`config.mk`:
```
export PLATFORM = sky130hd
export DESIGN_NAME = mem_arbiter
export DESIGN_NICKNAME = d
export VERILOG_FILES = /design/src/rtl/mem_arbiter_pkg.sv /design/src/rtl/mem_arbiter_timeout_counter.sv /design/src/rtl/mem_arbiter.sv
export SDC_FILE = /design/constraint.sdc
export NUM_CORES = 1
export LEC_CHECK = 0
export CORE_MARGIN = 2
export CORE_UTILIZATION = 40
export CTS_CLUSTER_SIZE = 16
export DETAILED_ROUTE_END_ITERATION = 6
export GPL_TIMING_DRIVEN = 1
export PLACE_DENSITY = 0.82
export REMOVE_ABC_BUFFERS = 1
export SETUP_SLACK_MARGIN = 0.2
export SYNTH_ARGS = -nofsm -noshare
export SYNTH_HDL_FRONTEND = slang
export SYNTH_HIERARCHICAL = 1
export SYNTH_SLANG_ARGS = --single-unit
```
`constraint.sdc`:
```
create_clock -name i_clk -period 3.25 [get_ports i_clk]
set_input_delay 0.65 -clock i_clk [delete_from_list [all_inputs] [get_ports i_clk]]
set_output_delay 0.65 -clock i_clk [all_outputs]
set_load 0.02 [all_outputs]
```
`src/rtl/mem_arbiter_pkg.sv`:
```
// Shared definitions for the IF/MEM external memory port arbiter:
// state encoding, default bus widths and the full byte-select constant.
package mem_arbiter_pkg;

  localparam int unsigned ADDR_BUS = 32;
  localparam int unsigned DATA_BUS = 32;
  localparam int unsigned SEL_W    = 4;

  localparam logic [SEL_W-1:0] SEL_ALL = 4'hF;

  typedef enum logic [1:0] {
    ST_IDLE     = 2'd0,
    ST_IF_BUSY  = 2'd1,
    ST_MEM_BUSY = 2'd2
  } arb_state_e;

endpackage

```
`src/rtl/mem_arbiter_timeout_counter.sv`:
```
// Busy-cycle watchdog for the memory arbiter; used only when ARB_TIMEOUT_EN is defined.
// o_expired is asserted during the BUSY cycle whose increment would reach TIMEOUT.
module arb_timeout_counter #(
  parameter int unsigned TIMEOUT = 255
) (
  input  logic i_clk,
  input  logic i_rst,
  input  logic i_clear,
  input  logic i_enable,
  output logic o_expired
);

  localparam int unsigned CNT_W = $clog2(TIMEOUT + 1);

  logic [CNT_W-1:0] r_cnt;

  always_ff @(posedge i_clk) begin
    if (i_rst || i_clear) begin
      r_cnt <= '0;
    end else if (i_enable) begin
      r_cnt <= r_cnt + CNT_W'(1);
    end
  end

  assign o_expired = i_enable && (r_cnt == CNT_W'(TIMEOUT - 1));

endmodule

```
`src/rtl/mem_arbiter.sv`:
```
// Arbiter sharing the single external memory port between IF fetches and MEM loads/stores.
// MEM has fixed priority; optional watchdog abort is enabled with the ARB_TIMEOUT_EN macro.
module mem_arbiter
  import mem_arbiter_pkg::*;
#(
  parameter int unsigned ADDR_WIDTH = ADDR_BUS,
  parameter int unsigned DATA_WIDTH = DATA_BUS,
  parameter int unsigned TIMEOUT    = 255
) (
  input  logic                  i_clk,
  input  logic                  i_rst,
  input  logic                  i_if_req,
  input  logic [ADDR_WIDTH-1:0] i_if_addr,
  output logic                  o_if_ready,
  output logic [DATA_WIDTH-1:0] o_if_rdata,
  output logic                  o_if_err,
  input  logic                  i_mem_req,
  input  logic                  i_mem_we,
  input  logic [SEL_W-1:0]      i_mem_sel,
  input  logic [ADDR_WIDTH-1:0] i_mem_addr,
  input  logic [DATA_WIDTH-1:0] i_mem_wdata,
  output logic                  o_mem_ready,
  output logic [DATA_WIDTH-1:0] o_mem_rdata,
  output logic                  o_mem_err,
  output logic                  o_bus_req,
  output logic                  o_bus_we,
  output logic [SEL_W-1:0]      o_bus_sel,
  output logic [ADDR_WIDTH-1:0] o_bus_addr,
  output logic [DATA_WIDTH-1:0] o_bus_wdata,
  input  logic                  i_bus_ack,
  input  logic [DATA_WIDTH-1:0] i_bus_rdata,
  output logic                  o_stall_req
);

  arb_state_e            r_state, w_state_nxt;
  logic                  r_bus_req, w_bus_req_nxt;
  logic                  r_bus_we, w_bus_we_nxt;
  logic [SEL_W-1:0]      r_bus_sel, w_bus_sel_nxt;
  logic [ADDR_WIDTH-1:0] r_bus_addr, w_bus_addr_nxt;
  logic [DATA_WIDTH-1:0] r_bus_wdata, w_bus_wdata_nxt;
  logic                  r_if_ready, w_if_ready_nxt;
  logic                  r_mem_ready, w_mem_ready_nxt;
  logic                  r_if_err, w_if_err_nxt;
  logic                  r_mem_err, w_mem_err_nxt;
  logic [DATA_WIDTH-1:0] r_if_rdata, w_if_rdata_nxt;
  logic [DATA_WIDTH-1:0] r_mem_rdata, w_mem_rdata_nxt;

  logic w_grant;
  logic w_busy;
  logic w_expired;
  logic w_if_req_eff;
  logic w_mem_req_eff;

  assign w_busy = (r_state != ST_IDLE);

  // A requester whose ready is high is still presenting its finished request.
  assign w_if_req_eff  = i_if_req  & ~r_if_ready;
  assign w_mem_req_eff = i_mem_req & ~r_mem_ready;

`ifdef ARB_TIMEOUT_EN
  arb_timeout_counter #(
    .TIMEOUT (TIMEOUT)
  ) u_timeout (
    .i_clk     (i_clk),
    .i_rst     (i_rst),
    .i_clear   (w_grant),
    .i_enable  (w_busy & ~i_bus_ack),
    .o_expired (w_expired)
  );
`else
  logic w_unused;
  assign w_unused  = ^{32'(TIMEOUT)};
  assign w_expired = 1'b0;
`endif

  always_ff @(posedge i_clk) begin
    if (i_rst) begin
      r_state     <= ST_IDLE;
      r_bus_req   <= 1'b0;
      r_bus_we    <= 1'b0;
      r_bus_sel   <= '0;
      r_bus_addr  <= '0;
      r_bus_wdata <= '0;
      r_if_ready  <= 1'b0;
      r_mem_ready <= 1'b0;
      r_if_err    <= 1'b0;
      r_mem_err   <= 1'b0;
      r_if_rdata  <= '0;
      r_mem_rdata <= '0;
    end else begin
      r_state     <= w_state_nxt;
      r_bus_req   <= w_bus_req_nxt;
      r_bus_we    <= w_bus_we_nxt;
      r_bus_sel   <= w_bus_sel_nxt;
      r_bus_addr  <= w_bus_addr_nxt;
      r_bus_wdata <= w_bus_wdata_nxt;
      r_if_ready  <= w_if_ready_nxt;
      r_mem_ready <= w_mem_ready_nxt;
      r_if_err    <= w_if_err_nxt;
      r_mem_err   <= w_mem_err_nxt;
      r_if_rdata  <= w_if_rdata_nxt;
      r_mem_rdata <= w_mem_rdata_nxt;
    end
  end

  always_comb begin
    w_state_nxt     = r_state;
    w_bus_req_nxt   = r_bus_req;
    w_bus_we_nxt    = r_bus_we;
    w_bus_sel_nxt   = r_bus_sel;
    w_bus_addr_nxt  = r_bus_addr;
    w_bus_wdata_nxt = r_bus_wdata;
    w_if_ready_nxt  = 1'b0;
    w_mem_ready_nxt = 1'b0;
    w_if_err_nxt    = 1'b0;
    w_mem_err_nxt   = 1'b0;
    w_if_rdata_nxt  = r_if_rdata;
    w_mem_rdata_nxt = r_mem_rdata;
    w_grant         = 1'b0;

    unique case (r_state)
      ST_IDLE: begin
        if (w_mem_req_eff) begin
          w_grant         = 1'b1;
          w_bus_req_nxt   = 1'b1;
          w_bus_we_nxt    = i_mem_we;
          w_bus_sel_nxt   = i_mem_sel;
          w_bus_addr_nxt  = i_mem_addr;
          w_bus_wdata_nxt = i_mem_wdata;
          w_state_nxt     = ST_MEM_BUSY;
        end else if (w_if_req_eff) begin
          w_grant         = 1'b1;
          w_bus_req_nxt   = 1'b1;
          w_bus_we_nxt    = 1'b0;
          w_bus_sel_nxt   = SEL_ALL;
          w_bus_addr_nxt  = i_if_addr;
          w_bus_wdata_nxt = '0;
          w_state_nxt     = ST_IF_BUSY;
        end
      end
      ST_IF_BUSY: begin
        if (i_bus_ack) begin
          w_if_rdata_nxt = i_bus_rdata;
          w_if_ready_nxt = 1'b1;
          w_bus_req_nxt  = 1'b0;
          w_state_nxt    = ST_IDLE;
        end else if (w_expired) begin
          w_if_rdata_nxt = '0;
          w_if_ready_nxt = 1'b1;
          w_if_err_nxt   = 1'b1;
          w_bus_req_nxt  = 1'b0;
          w_state_nxt    = ST_IDLE;
        end
      end
      ST_MEM_BUSY: begin
        // Stores leave the last load data in place.
        if (i_bus_ack) begin
          if (!r_bus_we) begin
            w_mem_rdata_nxt = i_bus_rdata;
          end
          w_mem_ready_nxt = 1'b1;
          w_bus_req_nxt   = 1'b0;
          w_state_nxt     = ST_IDLE;
        end else if (w_expired) begin
          w_mem_rdata_nxt = '0;
          w_mem_ready_nxt = 1'b1;
          w_mem_err_nxt   = 1'b1;
          w_bus_req_nxt   = 1'b0;
          w_state_nxt     = ST_IDLE;
        end
      end
      default: begin
        w_bus_req_nxt = 1'b0;
        w_state_nxt   = ST_IDLE;
      end
    endcase
  end

  assign o_bus_req   = r_bus_req;
  assign o_bus_we    = r_bus_we;
  assign o_bus_sel   = r_bus_sel;
  assign o_bus_addr  = r_bus_addr;
  assign o_bus_wdata = r_bus_wdata;
  assign o_if_ready  = r_if_ready;
  assign o_mem_ready = r_mem_ready;
  assign o_if_err    = r_if_err;
  assign o_mem_err   = r_mem_err;
  assign o_if_rdata  = r_if_rdata;
  assign o_mem_rdata = r_mem_rdata;

  assign o_stall_req = (i_if_req & ~r_if_ready) | (i_mem_req & ~r_mem_ready);

endmodule

```
==> results.sh <==
export IMPL_post_drt_wl_per_cell_um=17.0
export IMPL_synthesis_area_um2=5180
export IMPL_cp_common_cell="clkdlybuf4s50_1"
export IMPL_vdd_drop_max_mv=0.370
export IMPL_core_um2=12600
export IMPL_startpoint_type="primary input"
export IMPL_h_tree_depth=4
export IMPL_met3_usage_pct=8.38
export IMPL_cts_path_max_buffers=2
export IMPL_numCtsBuffers=17
export IMPL_port_buffers=274
export IMPL_ys_seq_elements=138
export IMPL_slew_violations=0
export IMPL_worst_path_largest_cell_delay_ps=620
export IMPL_drive_gt1_share_pct=5.91
export IMPL_synth_cell_type_count=32
export IMPL_fin_setup_tns_ps=0
export IMPL_setup_violations=0
export IMPL_row_count=41
export IMPL_cp_end_kind="output pin"
export IMPL_synth_largest_area_cell="dfxtp_1"
export IMPL_cts_num_sinks=138
export IMPL_period_minus_slack_ps=2660
export IMPL_ys_seq_area_share_pct=53.4
export IMPL_gp_routability_congestion=0.867
export IMPL_setup_ws_ps=591
export IMPL_dieArea_um2=13900
export IMPL_grt_usage_pct=23.5
export IMPL_ant_nets=0
export IMPL_min_period_over_period_pct=81.8
export IMPL_drc_errors=0
export IMPL_antenna_found_initial=1
export IMPL_grt_pass1_vias=4968
export IMPL_dp_slack_ps=562
export IMPL_synth_top_cell_area_share_pct=53.4
export IMPL_cts_root_buf="clkbuf_16"
export IMPL_hold_path_class="reg -> reg"
export IMPL_worst_path_buf_inv=2
export IMPL_cp_slowest_cell="clkdlybuf4s50_1"
export IMPL_vias=5109
export IMPL_yosys_warnings=6
export IMPL_use_met1_pct=25.4
export IMPL_cts_setup_buffers=0
export IMPL_syn_inst=546
export IMPL_nFillCells=971
export IMPL_crit_type="in -> out"
export IMPL_area_delta_synth_final_pct=65.5
export IMPL_grt_max_degree=95
export IMPL_required_ps=2600
export IMPL_start_util_pct=41.0
export IMPL_clk_latency_ps=410
export IMPL_postCtsResizedCells=0
export IMPL_dp_final_hpwl_um=11700
export IMPL_slew_headroom_pct=43.4
export IMPL_drtIter0Drc=327
export IMPL_synth_area_leaders="dfxtp_1 (53%), nand2_1 (9.6%), a21oi_1 (6.5%)"
export IMPL_met2_usage_pct=40.0
export IMPL_cp_top_family="buffers and inverters"
export IMPL_avgSynthCellArea_um2=9.48
export IMPL_num_io_pins=277
export IMPL_critPathMaxFanout=4
export IMPL_hold_violations=0
export IMPL_grt_pass1_wl_um=25700
export IMPL_wirelength_um=16700
export IMPL_status="finished, final reports clean"
export IMPL_p_per_area_nw_per_um2=578
export IMPL_final_nets=941
export IMPL_crit_chain="clkdlybuf4s50_1, nand2b_1, nand2_1, clkdlybuf4s50_1"
export IMPL_fin_skew_ps=4.83
export IMPL_fin_cells=985
export IMPL_overflow=0
export IMPL_path_clk_slew_ps=60
export IMPL_die_h_um=118
export IMPL_grt_busiest_layer="met2"
export IMPL_arrival_ps=2010
export IMPL_die_w_um=118
export IMPL_placed_cells=953
export IMPL_vias_per_cell=5.19
export IMPL_p_leak_nw=3.12
export IMPL_tightest_slew_ps=845
export IMPL_rsz0062_at_grt="false"
export IMPL_hold_buffers=0
export IMPL_drtPass1Iterations=4
export IMPL_cap_violations=0
export IMPL_cts_tree="built"
export IMPL_fmax_mhz=376
## final cells by class
type | count | area [um2] | share of cell area (%)
repair buffers | 282 | 2810 | 32.8
clock buffers | 19 | 453 | 5.29
multi-input cells | 326 | 2020 | 23.6
flip-flops and latches | 138 | 2760 | 32.3
well taps | 172 | 215 | 2.51
inverters | 35 | 131 | 1.53
clock inverters | 12 | 173 | 2.02
diodes | 1 | 2.50 | 0.0292
## worst register-to-register path: stages, from the launching register on
cell      delay, ps
dfxtp_1         340
inv_1            90
ha_1            320
a21boi_4        370
buf_4           360
o32ai_1         140
## logic make-up (layout without fill, tap and decap cells)
logic type / Yosys count / after routing / synth area share [%]
fa+ha+maj: 3 / 3 / 0.725
other cells: 1 / 3 / 0.0724
compound gates: 141 / 141 / 20.1
mux: 32 / 32 / 6.19
simple gates: 148 / 148 / 11.6
buf+inv: 83 / 348 / 7.98
flops: 138 / 138 / 53.4
## path summary, 6_finish.rpt
check / from / end / slack [ps] / cells after the start
hold reg to reg: o_if_rdata[8] / o_if_rdata[8] / 450 / 2
setup reg to reg: r_state[1] / o_bus_addr[23] / 1460 / 5
hold / removal: o_if_rdata[8] / o_if_rdata[8] / 450 / 2
setup / recovery: i_if_req / o_stall_req / 590 / 4
## Yosys cell counts
cell	n
a21boi_4	1
a21oi_1	67
a31oi_1	1
a32o_1	33
and2_1	1
and2_4	1
and3_1	1
and3b_1	1
buf_1	3
buf_2	18
buf_4	9
buf_8	4
clkbuf_1	14
conb_1	1
dfxtp_1	138
ha_1	3
inv_1	34
inv_2	1
mux2i_1	32
nand2_1	132
nand2b_1	3
nand3_1	2
nand3b_1	1
nor2_1	1
nor2b_1	3
nor2b_2	1
nor3_1	1
o21ai_1	1
o21ai_2	1
o221a_1	4
o221a_2	1
o32ai_1	32
## metal layers
layer	wire length, um	up-vias
met4	595	0
li1	-	2415
met3	1400	44
met2	8320	248
met1	6390	2402
met5	0	-
## power by group
| part | total (mW) | leakage (nW) | internal (mW) | switching [mW] |
|---|---|---|---|---|
| logic | 1.03 | 1.69 | 0.501 | 0.524 |
| clock network | 2.02 | 0.305 | 1.32 | 0.709 |
| registers | 1.90 | 1.13 | 1.83 | 0.0710 |
## state kept, by name, indices dropped and copies added, names as in the netlist
name,cells
o_bus_addr,32
o_bus_wdata,32
o_if_rdata,32
o_mem_rdata,32
o_bus_sel,4
r_state,2
o_bus_req,1
o_bus_we,1
o_if_ready,1
o_mem_ready,1
## stage by stage
| step | cell area [um2] | util, % | hold WS [ps] | power, mW |
|---|---|---|---|---|
| final | 8570 | 67.9 | 452 | 4.95 |
| after global routing | 8570 | 67.9 | 475 | 5.11 |
| after CTS | 8560 | 67.8 | 455 | 4.97 |
| after detailed placement | 7930 | 62.8 | 448 | 2.95 |
| after global placement | 7930 | 62.8 | 442 | 2.93 |
| after floorplan | 4900 | - | 474 | 2.38 |
## placed cells by master, fill, tap and decap left out, types with 4 or more instances in the layout
cell,count
a21oi_1,67
a32o_1,33
buf_4,7
bufinv_16,4
clkbuf_16,17
clkdlybuf4s50_1,273
clkinv_2,4
dfxtp_1,138
inv_1,34
mux2i_1,32
nand2_1,132
o221a_1,4
o32ai_1,32
No activity file was read; power rests on OpenSTA's default activity.
